## config.mk

```make
export PLATFORM = sky130hd
export DESIGN_NAME = simon_key_store
export DESIGN_NICKNAME = d
export VERILOG_FILES = /design/src/rtl/simon_pkg.sv /design/src/rtl/simon_sdp_ram.sv /design/src/rtl/simon_key_store.sv
export SDC_FILE = /design/constraint.sdc
export NUM_CORES = 2
export LEC_CHECK = 0
export BUFFER_PORTS_ARGS = -buffer_cell sky130_fd_sc_hd__buf_2
export CORE_MARGIN = 2
export CORE_UTILIZATION = 40
export CTS_CLUSTER_DIAMETER = 200
export DETAILED_ROUTE_END_ITERATION = 8
export GPL_TIMING_DRIVEN = 1
export PLACE_DENSITY_LB_ADDON = 0.3
export SETUP_SLACK_MARGIN = 0.2
export SKIP_CTS_REPAIR_TIMING = 1
export SYNTH_ARGS = -nofsm -noshare
export SYNTH_HDL_FRONTEND = slang
export SYNTH_MEMORY_MAX_BITS = 65536
export SYNTH_SLANG_ARGS = --single-unit
```

## constraint.sdc

```tcl
create_clock -name clk -period 9.1 [get_ports clk]
set_input_delay 0.455 -clock clk [delete_from_list [all_inputs] [get_ports clk]]
set_output_delay 0.455 -clock clk [all_outputs]
set_load 0.005 [all_outputs]
```

## src/rtl/simon_pkg.sv

```systemverilog
// simon_pkg: shared constants and types for the Simon round-key store.
// Per-variant word/depth/key-word triples select the store geometry.
package simon_pkg;

    // Simon <block>/<key>: word width, round-key count, master-key words
    localparam int SIMON64_96_WORD_W     = 32;
    localparam int SIMON64_96_DEPTH      = 42;
    localparam int SIMON64_96_KEY_WORDS  = 3;
    localparam int SIMON64_128_WORD_W    = 32;
    localparam int SIMON64_128_DEPTH     = 44;
    localparam int SIMON64_128_KEY_WORDS = 4;
    localparam int SIMON96_96_WORD_W     = 48;
    localparam int SIMON96_96_DEPTH      = 52;
    localparam int SIMON96_96_KEY_WORDS  = 2;
    localparam int SIMON96_144_WORD_W    = 48;
    localparam int SIMON96_144_DEPTH     = 54;
    localparam int SIMON96_144_KEY_WORDS = 3;
    localparam int SIMON128_128_WORD_W    = 64;
    localparam int SIMON128_128_DEPTH     = 68;
    localparam int SIMON128_128_KEY_WORDS = 2;
    localparam int SIMON128_192_WORD_W    = 64;
    localparam int SIMON128_192_DEPTH     = 69;
    localparam int SIMON128_192_KEY_WORDS = 3;
    localparam int SIMON128_256_WORD_W    = 64;
    localparam int SIMON128_256_DEPTH     = 72;
    localparam int SIMON128_256_KEY_WORDS = 4;

    localparam int KS_WORD_W    = SIMON128_256_WORD_W;
    localparam int KS_DEPTH     = SIMON128_256_DEPTH;
    localparam int KS_KEY_WORDS = SIMON128_256_KEY_WORDS;

    typedef enum logic {
        IDLE = 1'b0,
        LOAD = 1'b1
    } ks_state_t;

endpackage

```

## src/rtl/simon_sdp_ram.sv

```systemverilog
// simon_sdp_ram: simple-dual-port RAM, read-first registered output.
// Only the output register is reset; the array keeps its contents.
module simon_sdp_ram #(
    parameter int W  = 64,
    parameter int D  = 72,
    parameter int AW = $clog2(D)
) (
    input  logic          clk,
    input  logic          rst_n,
    input  logic          we,
    input  logic [AW-1:0] wa,
    input  logic [W-1:0]  wd,
    input  logic          re,
    input  logic          rclr,
    input  logic [AW-1:0] ra,
    output logic [W-1:0]  rd
);

    logic [W-1:0] mem_q [D];
    logic [W-1:0] rd_q;
    logic [W-1:0] rd_d;

    always_ff @(posedge clk) begin
        if (we) begin
            mem_q[wa] <= wd;
        end
    end

    // rclr forces zero for reads outside the array
    always_comb begin
        rd_d = rd_q;
        if (re) begin
            rd_d = rclr ? '0 : mem_q[ra];
        end
    end

    always_ff @(posedge clk) begin
        if (!rst_n) begin
            rd_q <= '0;
        end else begin
            rd_q <= rd_d;
        end
    end

    assign rd = rd_q;

endmodule

```

## src/rtl/simon_key_store.sv

```systemverilog
// simon_key_store: round-key RAM with bulk master-key load,
// per-entry valid tracking, fill count and access-error pulse.
module simon_key_store
    import simon_pkg::*;
#(
    parameter int WORD_W    = KS_WORD_W,
    parameter int DEPTH     = KS_DEPTH,
    parameter int KEY_WORDS = KS_KEY_WORDS,
    parameter int AW        = $clog2(DEPTH),
    parameter int CW        = $clog2(DEPTH + 1)
) (
    input  logic                        clk,
    input  logic                        rst_n,
    input  logic                        key_load,
    input  logic [KEY_WORDS*WORD_W-1:0] key_in,
    input  logic                        wr_en,
    input  logic [AW-1:0]               wr_adr,
    input  logic [WORD_W-1:0]           wr_data,
    input  logic                        rd_en,
    input  logic [AW-1:0]               rd_adr,
    output logic [WORD_W-1:0]           rd_data,
    output logic                        rd_valid,
    output logic                        load_busy,
    output logic [CW-1:0]               fill_cnt,
    output logic                        full,
    output logic                        err
);

    localparam int LW = (KEY_WORDS > 1) ? $clog2(KEY_WORDS) : 1;
    localparam logic [AW:0]   DEPTH_A = (AW + 1)'(DEPTH);
    localparam logic [CW-1:0] DEPTH_C = CW'(DEPTH);
    localparam logic [LW-1:0] LC_LAST = LW'(KEY_WORDS - 1);

    ks_state_t         state_q, state_d;
    logic [LW-1:0]     lc_q, lc_d;
    logic [WORD_W-1:0] shadow_q [KEY_WORDS];
    logic [WORD_W-1:0] shadow_d [KEY_WORDS];
    logic [DEPTH-1:0]  valid_q, valid_d;
    logic [CW-1:0]     fill_q, fill_d;
    logic              full_q, full_d;
    logic              err_q, err_d;
    logic              rd_valid_q, rd_valid_d;

    logic              load_go;
    logic              wr_ok;
    logic              wr_in_rng;
    logic              rd_in_rng;
    logic              ram_we;
    logic [AW-1:0]     ram_wa;
    logic [WORD_W-1:0] ram_wd;

    assign wr_in_rng = {1'b0, wr_adr} < DEPTH_A;
    assign rd_in_rng = {1'b0, rd_adr} < DEPTH_A;

    always_ff @(posedge clk) begin
        if (!rst_n) begin
            state_q <= IDLE;
            lc_q    <= '0;
        end else begin
            state_q <= state_d;
            lc_q    <= lc_d;
        end
    end

    always_comb begin
        state_d = state_q;
        lc_d    = lc_q;
        unique case (state_q)
            IDLE: begin
                if (key_load) begin
                    state_d = LOAD;
                    lc_d    = '0;
                end
            end
            LOAD: begin
                lc_d = lc_q + 1'b1;
                if (lc_q == LC_LAST) begin
                    state_d = IDLE;
                    lc_d    = '0;
                end
            end
            default: begin
                state_d = IDLE;
                lc_d    = '0;
            end
        endcase
    end

    // LOAD owns the write port; external writes only land in IDLE
    always_comb begin
        load_go = 1'b0;
        wr_ok   = 1'b0;
        ram_we  = 1'b0;
        ram_wa  = wr_adr;
        ram_wd  = wr_data;
        unique case (state_q)
            IDLE: begin
                load_go = key_load;
                wr_ok   = wr_en && wr_in_rng && !key_load;
                ram_we  = wr_ok;
            end
            LOAD: begin
                ram_we = 1'b1;
                ram_wa = AW'(lc_q);
                ram_wd = shadow_q[lc_q];
            end
            default: begin
                ram_we = 1'b0;
            end
        endcase
    end

    always_comb begin
        shadow_d = shadow_q;
        valid_d  = valid_q;
        fill_d   = fill_q;
        if (load_go) begin
            for (int i = 0; i < KEY_WORDS; i++) begin
                shadow_d[i] = key_in[i*WORD_W +: WORD_W];
            end
            valid_d = '0;
            fill_d  = '0;
        end else if (ram_we && !valid_q[ram_wa]) begin
            valid_d[ram_wa] = 1'b1;
            fill_d          = fill_q + 1'b1;
        end
        full_d = (fill_d == DEPTH_C);
        err_d  = (wr_en && (state_q == LOAD || key_load || !wr_in_rng))
               || (rd_en && !rd_in_rng);
        rd_valid_d = rd_en && rd_in_rng && valid_q[rd_adr];
    end

    always_ff @(posedge clk) begin
        shadow_q <= shadow_d;
    end

    always_ff @(posedge clk) begin
        if (!rst_n) begin
            valid_q    <= '0;
            fill_q     <= '0;
            full_q     <= 1'b0;
            err_q      <= 1'b0;
            rd_valid_q <= 1'b0;
        end else begin
            valid_q    <= valid_d;
            fill_q     <= fill_d;
            full_q     <= full_d;
            err_q      <= err_d;
            rd_valid_q <= rd_valid_d;
        end
    end

    simon_sdp_ram #(
        .W  (WORD_W),
        .D  (DEPTH),
        .AW (AW)
    ) u_ram (
        .clk   (clk),
        .rst_n (rst_n),
        .we    (ram_we),
        .wa    (ram_wa),
        .wd    (ram_wd),
        .re    (rd_en),
        .rclr  (!rd_in_rng),
        .ra    (rd_adr),
        .rd    (rd_data)
    );

    assign rd_valid  = rd_valid_q;
    assign load_busy = (state_q == LOAD);
    assign fill_cnt  = fill_q;
    assign full      = full_q;
    assign err       = err_q;

endmodule

```

==> results.ini <==
[clock_network]
cts_tree=yes
cts-root-buf=clkbuf_16
clkTransAtPathRegs_ns=0.06
clk_latency_ns=1.07
clkSinkCount=5013
clock_path_buffers=4
numCtsBuffers=482
htreeDepth=5

[outcome]
status=completed

[floorplanning]
initial_core_util_pct=40.1
dieArea_um2=484000
num_rows=254
core_area_um2=478000
die_x_um=696
io_pins=414
die_y_um=696

[synth]
synth-compound-area-share_pct=1.67
async_reset_ff_share_pct=0
synth_enable_flop_cells=4864
yosys_warnings=0
synth_mux_area_share_pct=18.3
netlist_instances=8234
syn-num-nets=8575
synth-xor-area-share_pct=0.0274
syn-cell-area_um2=191000
synth_top_family_by_area=multiplexers
synth_cell_types=67
syn_area_per_cell_um2=23.3
ys.flop_type=edfxtp_1
ys_seq_elements=5013
yosys.area_share.adder_pct=0.0131
ys_seq_area_share_pct=77.8
synthSimpleGateAreaFrac_pct=1.09

[worst_setup_path]
cp.buffers_inverters=1
required_ns=9.72
worst_path_max_delay_cell=nor2_4
start_kind=register
ff2ff_setup_slack_ns=4.11
cpLargestDelayFamily=simple AND/OR/NAND/NOR gates
worstSetupEndpointType=register
critPathArrivalTime_ns=5.61
cp_max_fo=53
crit_type=register to register
cp_slowest_stage_delay_ns=1.12
path_cells=nand3b_1 > nor2_1 > nand2_1 > nor2_4 > buf_4

[final_layout]
drive_gt1_share_pct=31.0
syn2layout_area_growth_pct=15.6
final_cell_mix=edfxtp_1, mux4_2, clkbuf_16
final_common_cell=edfxtp_1
nFillCells=38709
instances_no_fill=16056
nets=9546
final_util_pct=46.3

[power_and_ir_drop]
p_leak_nw=69.4
power_mw=49.2
powerDensity_nw_per_um2=222
ir_drop_mv=0.188

[timing]
max_freq_ghz=0.200
fin_crit_ns=4.99
worst_pin_slew_ns=1.39
fin_crit_sh_pct=54.9
slew_headroom_pct=7.14
hold_viol=0
skew_ns=0.0889
rsz0062_at_grt=false
final-setup-viol-count=0
setup_tns_ns=0
drv_slew=0

[drt]
wire_per_inst_um=37.1
antenna_left=0
firstDrtPassIters=8
viasPerCell=6.07
route.detailed.drc=0
first_iter_violations=14306
vias=97492
totalWireLength_um=595000

[placement]
portBuffers=413
dp.cells=14859
place_hpwl_um=334000
place.gp.congestion=0.825

[flow_run]
cap_violations=0

[grt]
antenna_found_initial=77
grt.overflow.total=0
track_usage_pct=24.1
grt_max_degree=194
grt_pass1_wl_um=801000
first_global_vias=94591

[min_path]
worst_hold_path_type=primary input to register

## cell families (layout without fill, tap and decap cells)
logic type / Yosys count / after routing
xor+xnor: 6 / 6
fa+ha+maj: 2 / 2
other cells: 0 / 33
compound gates: 517 / 517
mux: 1737 / 1737
simple gates: 481 / 481
buf+inv: 478 / 1867
flops: 5013 / 5013
## metrics by stage
stage	cell area (um2)	hold WS, ns	worst slack (ns)
finish	221000	0.00726	4.11
global route	221000	0.00664	4.10
CTS	219000	-0.495	4.29
detailed placement	203000	0.455	3.81
global placement	203000	0.448	3.84
floorplan	191000	0.443	2.67
## per-layer routing
metal | track usage (%) | share of wire [%]
met5 | 0 | 0.011
met4 | 7.13 | 3.5
met3 | 4.78 | 10
met2 | 38.2 | 47
met1 | 33.9 | 39
## cell type report
| cell class | count | area, um2 | share of cell area (%) |
|---|---|---|---|
| flip-flops and latches | 5013 | 149000 | 67.4 |
| multi-input cells | 2743 | 41000 | 18.5 |
| clock buffers | 617 | 12900 | 5.82 |
| well taps | 6400 | 8010 | 3.62 |
| repair buffers | 958 | 7340 | 3.32 |
| clock inverters | 285 | 2940 | 1.33 |
| diodes | 33 | 82.6 | 0.0373 |
| inverters | 7 | 33.8 | 0.0153 |
## tightest hold or removal path: cells and delay by family
family | cells | cell delay [ns]
AO/OA/AOI/OAI | 1 | 0.07
AND/OR/NAND/NOR | 2 | 0.30
buffers and inverters | 1 | 0.15
## worst paths after layout
kind | to | depth (start not counted) | start
max | u_ram.mem_q[53][26]$_DFFE_PP_ | 5 | load_busy$_SDFF_PN0_
min | valid_q[68]$_SDFFE_PP0N_ | 4 | wr_adr[2]
max reg2reg | u_ram.mem_q[53][26]$_DFFE_PP_ | 5 | load_busy$_SDFF_PN0_
min reg2reg | u_ram.rd[36]$_SDFFE_PN0P_ | 2 | u_ram.rd[36]$_SDFFE_PN0P_
## report_power, final
| group | leakage, nW | switching, mW | internal [mW] |
|---|---|---|---|
| clock network | 7.73 | 8.73 | 11.4 |
| registers | 45.1 | 0.116 | 25.9 |
| logic | 16.6 | 2.03 | 1.01 |
## registers in the layout, summed over array words and instances (netlist names)
| name | flops |
|---|---|
| lc_q | 2 |
| u_ram.mem_q | 4608 |
| load_busy | 1 |
| fill_cnt | 7 |
| err | 1 |
| full | 1 |
| shadow_q | 256 |
| valid_q | 72 |
| u_ram.rd | 64 |
| rd_valid | 1 |
## cells in the mapped netlist, types with 4 or more instances
cell	count	area share [%]
edfxtp_1	4864	76
mux4_2	1394	16
mux2i_1	236	1.2
clkbuf_1	233	0.46
nor2_1	225	0.44
o21ai_0	168	0.44
nand2_1	159	0.31
dfxtp_1	149	1.6
buf_2	146	0.38
a21oi_1	111	0.29
mux2_2	106	0.62
buf_1	68	0.13
a31oi_1	64	0.21
o221ai_1	63	0.29
o22ai_1	37	0.12
nand2b_1	36	0.12
o211ai_1	27	0.11
buf_4	21	0.082
nand3_1	12	0.031
o21a_1	9	0.035
a222oi_1	7	0.037
inv_1	7	0.014
nor3b_1	7	0.027
and3_1	6	0.020
nor2b_1	6	0.020
a221oi_1	5	0.023
and2_1	4	0.013
nand4_1	4	0.013
xor2_1	4	0.018
(Power assumes the default switching activity.)
